**config.mk**
```make
export PLATFORM = sky130hd
export DESIGN_NAME = multi_cycle_ctrl
export DESIGN_NICKNAME = d
export VERILOG_FILES = /design/src/rtl/mips_ctrl_pkg.sv /design/src/rtl/ctrl_out_decode.sv /design/src/rtl/multi_cycle_ctrl.sv
export SDC_FILE = /design/constraint.sdc
export NUM_CORES = 1
export LEC_CHECK = 0
export ABC_CLOCK_PERIOD_IN_PS = 1720
export BUFFER_PORTS_ARGS = -buffer_cell sky130_fd_sc_hd__buf_4
export CAP_MARGIN = 20
export CORE_MARGIN = 2
export CORE_UTILIZATION = 51
export DETAILED_ROUTE_END_ITERATION = 10
export PLACE_DENSITY = 0.83
export SYNTH_ARGS = -nofsm -noshare
export SYNTH_HDL_FRONTEND = slang
export SYNTH_SLANG_ARGS = --single-unit
```
**constraint.sdc**
```tcl
create_clock -name clk -period 1.72 [get_ports clk]
set_input_delay 0.172 -clock clk [delete_from_list [all_inputs] [get_ports clk]]
set_output_delay 0.172 -clock clk [all_outputs]
set_load 0.05 [all_outputs]
```
**src/rtl/mips_ctrl_pkg.sv**
```systemverilog
// Shared encodings for the multi-cycle MIPS control path: opcodes, ALUop,
// mux selects, FSM states and the decoded control bundle.
package mips_ctrl_pkg;

   localparam int OPCODE_W = 6;
   localparam int ST_W     = 4;

   localparam logic [OPCODE_W-1:0] OP_R    = 6'b000000;
   localparam logic [OPCODE_W-1:0] OP_J    = 6'b000010;
   localparam logic [OPCODE_W-1:0] OP_BEQ  = 6'b000100;
   localparam logic [OPCODE_W-1:0] OP_BNE  = 6'b000101;
   localparam logic [OPCODE_W-1:0] OP_ADDI = 6'b001000;
   localparam logic [OPCODE_W-1:0] OP_SLTI = 6'b001010;
   localparam logic [OPCODE_W-1:0] OP_ANDI = 6'b001100;
   localparam logic [OPCODE_W-1:0] OP_ORI  = 6'b001101;
   localparam logic [OPCODE_W-1:0] OP_XORI = 6'b001110;
   localparam logic [OPCODE_W-1:0] OP_LW   = 6'b100011;
   localparam logic [OPCODE_W-1:0] OP_SW   = 6'b101011;

   // Must match the ALU-control decoder's interpretation.
   localparam logic [1:0] ALUOP_ADD   = 2'b00;
   localparam logic [1:0] ALUOP_SUB   = 2'b01;
   localparam logic [1:0] ALUOP_FUNCT = 2'b10;
   localparam logic [1:0] ALUOP_IOP   = 2'b11;

   localparam logic [1:0] SRCB_B      = 2'b00;
   localparam logic [1:0] SRCB_4      = 2'b01;
   localparam logic [1:0] SRCB_IMM    = 2'b10;
   localparam logic [1:0] SRCB_IMM_SH = 2'b11;

   localparam logic [1:0] PCS_ALU    = 2'b00;
   localparam logic [1:0] PCS_ALUOUT = 2'b01;
   localparam logic [1:0] PCS_JUMP   = 2'b10;

   typedef enum logic [ST_W-1:0] {
      S_IF       = 4'd0,
      S_ID       = 4'd1,
      S_EX_R     = 4'd2,
      S_WB_R     = 4'd3,
      S_EX_I     = 4'd4,
      S_WB_I     = 4'd5,
      S_MEM_ADDR = 4'd6,
      S_MEM_RD   = 4'd7,
      S_WB_LW    = 4'd8,
      S_MEM_WR   = 4'd9,
      S_BR       = 4'd10,
      S_JMP      = 4'd11
   } state_t;

   typedef struct packed {
      logic       pc_write;
      logic       pc_write_cond;
      logic       iord;
      logic       mem_read;
      logic       mem_write;
      logic       ir_write;
      logic       mem_to_reg;
      logic       reg_dst;
      logic       reg_write;
      logic       alu_src_a;
      logic [1:0] alu_src_b;
      logic [1:0] pc_source;
      logic [1:0] alu_op;
   } ctrl_t;

   function automatic logic is_ialu(input logic [OPCODE_W-1:0] op);
      return (op == OP_ADDI) || (op == OP_SLTI) || (op == OP_ANDI) ||
             (op == OP_ORI)  || (op == OP_XORI);
   endfunction

endpackage

```
**src/rtl/ctrl_out_decode.sv**
```systemverilog
// Pure combinational state-to-control decoder; fetch strobes are
// qualified by mem_ready so a stalled fetch never loads IR or PC.
module ctrl_out_decode
   import mips_ctrl_pkg::*;
(
   input  state_t state,
   input  logic   mem_ready,
   output ctrl_t  ctrl
);

   always_comb begin
      ctrl = '0;
      unique case (state)
         S_IF: begin
            ctrl.mem_read  = 1'b1;
            ctrl.alu_src_b = SRCB_4;
            ctrl.alu_op    = ALUOP_ADD;
            ctrl.pc_source = PCS_ALU;
            ctrl.ir_write  = mem_ready;
            ctrl.pc_write  = mem_ready;
         end
         S_ID: begin
            ctrl.alu_src_b = SRCB_IMM_SH;
            ctrl.alu_op    = ALUOP_ADD;
         end
         S_EX_R: begin
            ctrl.alu_src_a = 1'b1;
            ctrl.alu_src_b = SRCB_B;
            ctrl.alu_op    = ALUOP_FUNCT;
         end
         S_WB_R: begin
            ctrl.reg_dst   = 1'b1;
            ctrl.reg_write = 1'b1;
         end
         S_EX_I: begin
            ctrl.alu_src_a = 1'b1;
            ctrl.alu_src_b = SRCB_IMM;
            ctrl.alu_op    = ALUOP_IOP;
         end
         S_WB_I: ctrl.reg_write = 1'b1;
         S_MEM_ADDR: begin
            ctrl.alu_src_a = 1'b1;
            ctrl.alu_src_b = SRCB_IMM;
            ctrl.alu_op    = ALUOP_ADD;
         end
         S_MEM_RD: begin
            ctrl.mem_read = 1'b1;
            ctrl.iord     = 1'b1;
         end
         S_WB_LW: begin
            ctrl.reg_write  = 1'b1;
            ctrl.mem_to_reg = 1'b1;
         end
         S_MEM_WR: begin
            ctrl.mem_write = 1'b1;
            ctrl.iord      = 1'b1;
         end
         S_BR: begin
            ctrl.alu_src_a     = 1'b1;
            ctrl.alu_src_b     = SRCB_B;
            ctrl.alu_op        = ALUOP_SUB;
            ctrl.pc_write_cond = 1'b1;
            ctrl.pc_source     = PCS_ALUOUT;
         end
         S_JMP: begin
            ctrl.pc_write  = 1'b1;
            ctrl.pc_source = PCS_JUMP;
         end
         default: ctrl = '0;
      endcase
   end

endmodule

```
**src/rtl/multi_cycle_ctrl.sv**
```systemverilog
// Main control FSM of the multi-cycle MIPS datapath.
// Define BNE_EN to add bne decode and the branch_ne output.
module multi_cycle_ctrl
   import mips_ctrl_pkg::*;
#(
   parameter int OP_W    = 6,
   parameter int STATE_W = 4
) (
   input  logic            clk,
   input  logic            rst_n,
   input  logic [OP_W-1:0] opcode,
   input  logic            zero,
   input  logic            mem_ready,
   output logic            PCWrite,
   output logic            PCWriteCond,
   output logic            IorD,
   output logic            MemRead,
   output logic            MemWrite,
   output logic            IRWrite,
   output logic            MemtoReg,
   output logic            RegDst,
   output logic            RegWrite,
   output logic            ALUSrcA,
   output logic [1:0]      ALUSrcB,
   output logic [1:0]      PCSource,
   output logic [1:0]      ALUop,
   output logic [OP_W-1:0] Imme,
`ifdef BNE_EN
   output logic            branch_ne,
`endif
   output logic            illegal_op
);

   logic [STATE_W-1:0] state_q, state_d;
   logic [OP_W-1:0]    imme_q, imme_d;
   logic               illegal_q, illegal_d;
   state_t             state;
   ctrl_t              dec, ctrl;

   // The branch condition is applied in the datapath, not here.
   logic zero_unused;
   assign zero_unused = zero;

   assign state = state_t'(state_q);

   ctrl_out_decode u_dec (
      .state     (state),
      .mem_ready (mem_ready),
      .ctrl      (dec)
   );

   always_comb begin
      state_d   = S_IF;
      imme_d    = imme_q;
      illegal_d = illegal_q;
      case (state)
         S_IF:       state_d = mem_ready ? S_ID : S_IF;
         S_ID: begin
            imme_d = opcode;
            if (opcode == OP_R)                        state_d = S_EX_R;
            else if (opcode == OP_LW || opcode == OP_SW) state_d = S_MEM_ADDR;
            else if (opcode == OP_BEQ)                 state_d = S_BR;
`ifdef BNE_EN
            else if (opcode == OP_BNE)                 state_d = S_BR;
`endif
            else if (opcode == OP_J)                   state_d = S_JMP;
            else if (is_ialu(opcode))                  state_d = S_EX_I;
            else begin
               illegal_d = 1'b1;
               state_d   = S_IF;
            end
         end
         S_EX_R:     state_d = S_WB_R;
         S_EX_I:     state_d = S_WB_I;
         S_MEM_ADDR: state_d = (imme_q == OP_SW) ? S_MEM_WR : S_MEM_RD;
         S_MEM_RD:   state_d = mem_ready ? S_WB_LW : S_MEM_RD;
         S_MEM_WR:   state_d = mem_ready ? S_IF : S_MEM_WR;
         default:    state_d = S_IF;
      endcase
   end

   always_ff @(posedge clk) begin
      if (!rst_n) begin
         state_q   <= S_IF;
         imme_q    <= '0;
         illegal_q <= 1'b0;
      end else begin
         state_q   <= state_d;
         imme_q    <= imme_d;
         illegal_q <= illegal_d;
      end
   end

   // Reset kills every strobe in the same cycle, aborting any access in flight.
   always_comb ctrl = rst_n ? dec : '0;

   assign PCWrite     = ctrl.pc_write;
   assign PCWriteCond = ctrl.pc_write_cond;
   assign IorD        = ctrl.iord;
   assign MemRead     = ctrl.mem_read;
   assign MemWrite    = ctrl.mem_write;
   assign IRWrite     = ctrl.ir_write;
   assign MemtoReg    = ctrl.mem_to_reg;
   assign RegDst      = ctrl.reg_dst;
   assign RegWrite    = ctrl.reg_write;
   assign ALUSrcA     = ctrl.alu_src_a;
   assign ALUSrcB     = ctrl.alu_src_b;
   assign PCSource    = ctrl.pc_source;
   assign ALUop       = ctrl.alu_op;
   assign Imme        = imme_q;
   assign illegal_op  = illegal_q;

`ifdef BNE_EN
   assign branch_ne = rst_n && (state == S_BR) && (imme_q == OP_BNE);
`endif

endmodule

```
# [Word level (Yosys, flattened, before mapping)]
# Cells that the tools add are included.
[totals] register_bits=11 out_inout_bits=23
[classes] eq_ne=21 mux=24 bitwise=5 reduce_logical=13
[op_table] cell="== test 6 x 4 -> 1 bit, second input constant" count=5
[op_table] cell="2-to-1 mux 4 bit" count=7
[op_table] cell="case mux 4 bit (7 select lines)" count=1
[op_table] cell="== test 6 bit, second input constant" count=3
[op_table] cell="== test 4 x 3 -> 1 bit, second input constant" count=4
[op_table] cell="== test 4 bit, second input constant" count=4
[op_table] cell="2-to-1 mux 16 bit" count=1
[op_table] cell="case mux 2 bit (3 select lines)" count=2
[op_table] cell="2-to-1 mux 1 bit" count=10
[op_table] cell="== test 4 x 2 -> 1 bit, second input constant" count=2
[op_table] cell="== test 6 x 2 -> 1 bit, second input constant" count=1
[op_table] cell="== test 6 x 3 -> 1 bit, second input constant" count=1
[op_table] cell="logical NOT 6 bit" count=1
[op_table] cell="AND reduction 6 bit" count=1
[op_table] cell="OR reduction 2 bit" count=3
[op_table] cell="logical OR 1 bit" count=5
[op_table] cell="inverter 1 bit" count=5
[op_table] cell="== test 4 x 1 -> 1 bit, second input constant" count=1
[op_table] cell="logical NOT 4 bit" count=1
[op_table] cell="case mux 2 bit (2 select lines)" count=1
[op_table] cell="OR reduction 4 bit" count=1
[op_table] cell="2-to-1 mux 3 bit" count=1
[op_table] cell="OR reduction 3 bit" count=1
[op_table] cell="case mux 1 bit (2 select lines)" count=1

# [Longest topological paths before layout]
[depth] word_depth=11 mapped_depth=6 ltp_nobuf=4

# [By module]
# A second synthesis with hierarchy kept.
[unflattened] cells_unflattened=140 hier_area_um2=1047.3
[by_module_without_submodules] module="multi_cycle_ctrl" instances=1 cells_each=102 area_per_inst_um2=787.0
[by_module_without_submodules] module="ctrl_out_decode" instances=1 cells_each=38 area_per_inst_um2=260.2

# [Least setup slack after synthesis]
# Ideal clock, no wire load.
[synth_path] path_type="reg-to-output" from="reg state_q[2] (netlist: state[2])" to="out PCWrite" t_arrival_ns=2.194 setup_slack_ns=-0.646 path_stages_with_launch=5 n_path_buf=2 cell_sequence="dfxtp_1 -> buf_2 -> buf_2 -> nor3_1 -> or2_2"
[synth_between] elab_chain_len=3 word_cells_on_any_way=4
[synth_rtl] item="start: declaration" line="multi_cycle_ctrl.sv:34" rtl="logic [STATE_W-1:0] state_q, state_d;"
[synth_rtl] item="start signal: assignment" line="multi_cycle_ctrl.sv:88" rtl="state_q <= state_d;"
[synth_rtl] item="== test 4 bit or logical NOT 4 bit (tied branches)" line="ctrl_out_decode.sv:13" rtl="unique case (state)"
[synth_rtl] item="case mux 1 bit (2 select lines) (*)" line="ctrl_out_decode.sv:13"
[synth_rtl] item="2-to-1 mux 16 bit (*)" line="multi_cycle_ctrl.sv:95" rtl="always_comb ctrl = rst_n ? dec : '0;"
[synth_rtl] item="end: declaration" line="multi_cycle_ctrl.sv:14" rtl="output logic PCWrite,"
# Mark *: on every way between the ends. The rest lies on a longest branch, timed or not.

# [Final worst setup path]
[layout_path] from="reg state_q[0] (netlist: state[0])" to="out MemRead"
[layout_between] elab_chain_len=4 word_cells_on_any_way=5
[layout_rtl] item="== test 4 x 3 -> 1 bit or logical NOT 4 bit (tied branches)" line="ctrl_out_decode.sv:13"
[layout_rtl] item="OR reduction 2 bit (no source line) (*)"
[layout_rtl] item="2-to-1 mux 1 bit (*)" line="ctrl_out_decode.sv:13"
[layout_rtl] item="2-to-1 mux 16 bit (*)" line="multi_cycle_ctrl.sv:95"
[layout_rtl] item="end: declaration" line="multi_cycle_ctrl.sv:17" rtl="output logic MemRead,"
# Marks and branches as above.

==> key figures <==
Clocking
  • Max H-tree Level: 1
  • Reg clk slew, reported paths: roughly 70 ps
  • Max clock buf depth: 2
  • CTS Buf Count: 3
  • Clock latency on the worst-skew pair: 270 ps
  • Root buffer cell: clkbuf_4
  • CTS tree: built
  • # clock sinks: 11
  • Hold_buf cts: 0

Setup path
  • Critical path launch point: state[0]$_SDFF_PN0_
  • Startpoint types: flip-flop
  • Crit path to: MemRead
  • R2r startpoint: state[2]$_SDFF_PN0_
  • Crit path kind: reg -> out
  • Stages on worst setup path: 4
  • Max stage delay on crit path: 390 ps
  • Crit path max fanout: 11
  • Crit Reg-Reg Endpoint: Imme[4]$_SDFFE_PN0P_
  • Critical Path, Cell by Cell: buf_4 -> or3_1 -> a21oi_2 -> buf_6
  • WP data arrival: 1520 ps
  • Critical Path RT: 1550 ps
  • Slowest stage cell, crit path: dfxtp_4
  • CP bufs+invs: 2
  • Kind of cell adding the most delay to the critical path: flip-flops
  • R2R cell count: 5
  • R2r setup slk: 240 ps
  • Worst setup EP type: primary output

Floorplan
  • Die H: 45.0 um
  • Io pins: 33
  • Area of the core: 0.00154 mm^2
  • Num rows: 14
  • Die Wd: ~45 um
  • Initial Util: 55.5%
  • Die area: 0.00202 mm^2

GRT
  • Largest net degree at the start of global routing: 15
  • First-pass GRT wire length: 3960 um
  • Initial antenna violation count: 0
  • Total gr overflow: 0
  • Number of global-route vias before repair: 906
  • GRT Util Overall: 26.3%

Final layout
  • N_diodes: 0
  • Layout cell share with drive strength beyond 1: 39.5%
  • Area grow syn2layout: 45.9%
  • Non-filler instance count after layout: 173
  • Most common cell after layout, fill and taps aside: buf_4
  • Layout Nets: between 150 and 200
  • Commonest non-fill, non-tap cells in the layout: buf_4 (42), nor2_1 (11), nor2b_1 (10)

STA
  • Slew Limit Fails: 0
  • Final setup viols: 0
  • Fin crit period: 1700 ps
  • RSZ-0062 raised after global routing: false
  • Skew final: 5.57 ps
  • Max Fclk: 0.590 GHz
  • Final worst path period share: roughly 100%
  • Setup slack after layout: 24.6 ps
  • Slew HR: 72.2%
  • Final Hold Vio Count: 0
  • Worst-margin pin slew: 415 ps

Power and ir drop
  • Cell area power density: 553 mW/mm^2
  • Design Power: 691 uW
  • VDD IR max: between 0.5 and 0.6 mV
  • Leakage power: 0.000543 uW

Logic synthesis
  • Cell accounting for the most synthesized area: dfxtp_1
  • Sequential fraction of the synthesis area: 25.7%
  • Area contributors post-synth: dfxtp_1 (26%), nor2b_1 (7.3%), mux2i_1 (7.0%), a21oi_1 (5.8%), nor2_1 (5.7%)
  • Area share of the largest cell type after synthesis: 25.7%
  • Yosys Warn Count: 0
  • Synthesized area: 856 um^2
  • Mean Syn Cell Area: 7.31 um^2
  • Yosys cell types: 35
  • Cells after Synth: ~120
  • Syn_nets: 127
  • Seq cells post-synth: 11

Outcome
  • Status: finished clean

Detailed routing
  • Antenna viol nets, final: 0
  • Routed Wire Length: 2470 um
  • DR vias: 1001
  • Iteration-0 DRC Markers: 30
  • DR pass1 iterations: 4
  • Residual DRC count: 0
  • Vias/cell: 5.79
  • Routed len/inst: 14.3 um

Placement
  • PortBufs: 31
  • Inst Count DP: around 170
  • HPWL after DPL: 1880 um
  • Place WS: around 200 ps
  • Gpl congestion: 0.809

Job
  • Max-Cap Viols: 0

Min path
  • HP Class: in -> reg
-- tightest hold or removal path: stages --
cell,delay [ps]
buf_4,140
nand3_1,70
a21oi_1,50
-- cell families after synthesis --
| logic type | share of synthesized area, % |
|---|---|
| XOR/XNOR | 2.05 |
| buffers and inverters | 4.97 |
| AO/OA/AOI/OAI | 19.0 |
| AND/OR/NAND/NOR | 41.2 |
| flip-flops | 25.7 |
| multiplexers | 7.02 |
-- how the worst min path moves through the flow --
stage                                  startpoint                       to  slack [ps]  cells past startpoint
after floorplan                         opcode[1]      state[0]$_SDFF_PN0_         320                      2
after global placement    illegal_op$_SDFFE_PN0P_  illegal_op$_SDFFE_PN0P_         450                      1
after detailed placement  illegal_op$_SDFFE_PN0P_  illegal_op$_SDFFE_PN0P_         460                      1
after CTS                               opcode[1]      state[0]$_SDFF_PN0_         190                      3
after global routing                    opcode[1]      state[0]$_SDFF_PN0_         210                      3
final                                   opcode[1]      state[0]$_SDFF_PN0_         190                      3
-- power by group --
part           internal, uW  switching [uW]
sequential              263            15.5
combinational          87.8             149
clock                  89.8            86.3
-- area by class of cell --
type / count / area, um^2
fill: 97 / 293
clock buffer: 4 / 26.3
sequential: 11 / 235
inverter: 2 / 7.51
multi-input combinational: 97 / 633
tap: 16 / 20.0
timing repair buffer: 43 / 327
-- synth_stat cells, drive strengths merged --
cell type,count
o31ai,2
and3b,1
a21oi,10
nor3,10
xnor2,1
o21ai,9
nor4,1
nand2b,6
nand4,1
mux2i,6
nand2,7
nand3,2
and4b,1
a31oi,2
dfxtp,11
and2,2
a2111oi,1
xor2,1
inv,2
nor2b,10
a211oi,1
or3,2
clkbuf,2
buf,5
o22ai,1
nor4bb,1
a32o,1
nor2,13
a21o,1
nand3b,1
and3,2
or2,1
-- through the flow --
stage	cell area [um^2]	setup TNS (ps)	util (%)	hold slack (ps)
6_report	1250	0	81.0	193
3_5_place_dp	1190	0	76.9	456
4_1_cts	1220	0	79.2	194
2_1_floorplan	893	-351	-	320
3_3_place_gp	1190	0	76.9	453
5_1_grt	1250	0	81.0	212
-- sequential cells by signal, summed over array words and instances, names as in the netlist --
name and count:
illegal_op 1, state 4, Imme 6
-- per-layer routing --
layer | GRT usage (%) | wire length (um)
met4 | 6.47 | 19
met5 | 0 | 0
met2 | 40.6 | 1200
met3 | 7.60 | 173
met1 | 36.2 | 1070
-- timing repair --
item / in CTS / in global routing
gates cloned: 0 / 0
gates resized for setup: 5 / 5
buffers inserted: 0 / 2
setup endpoints to repair: 6 / 5
pin swaps: 0 / 1
Power figures use the tool's default switching activity.
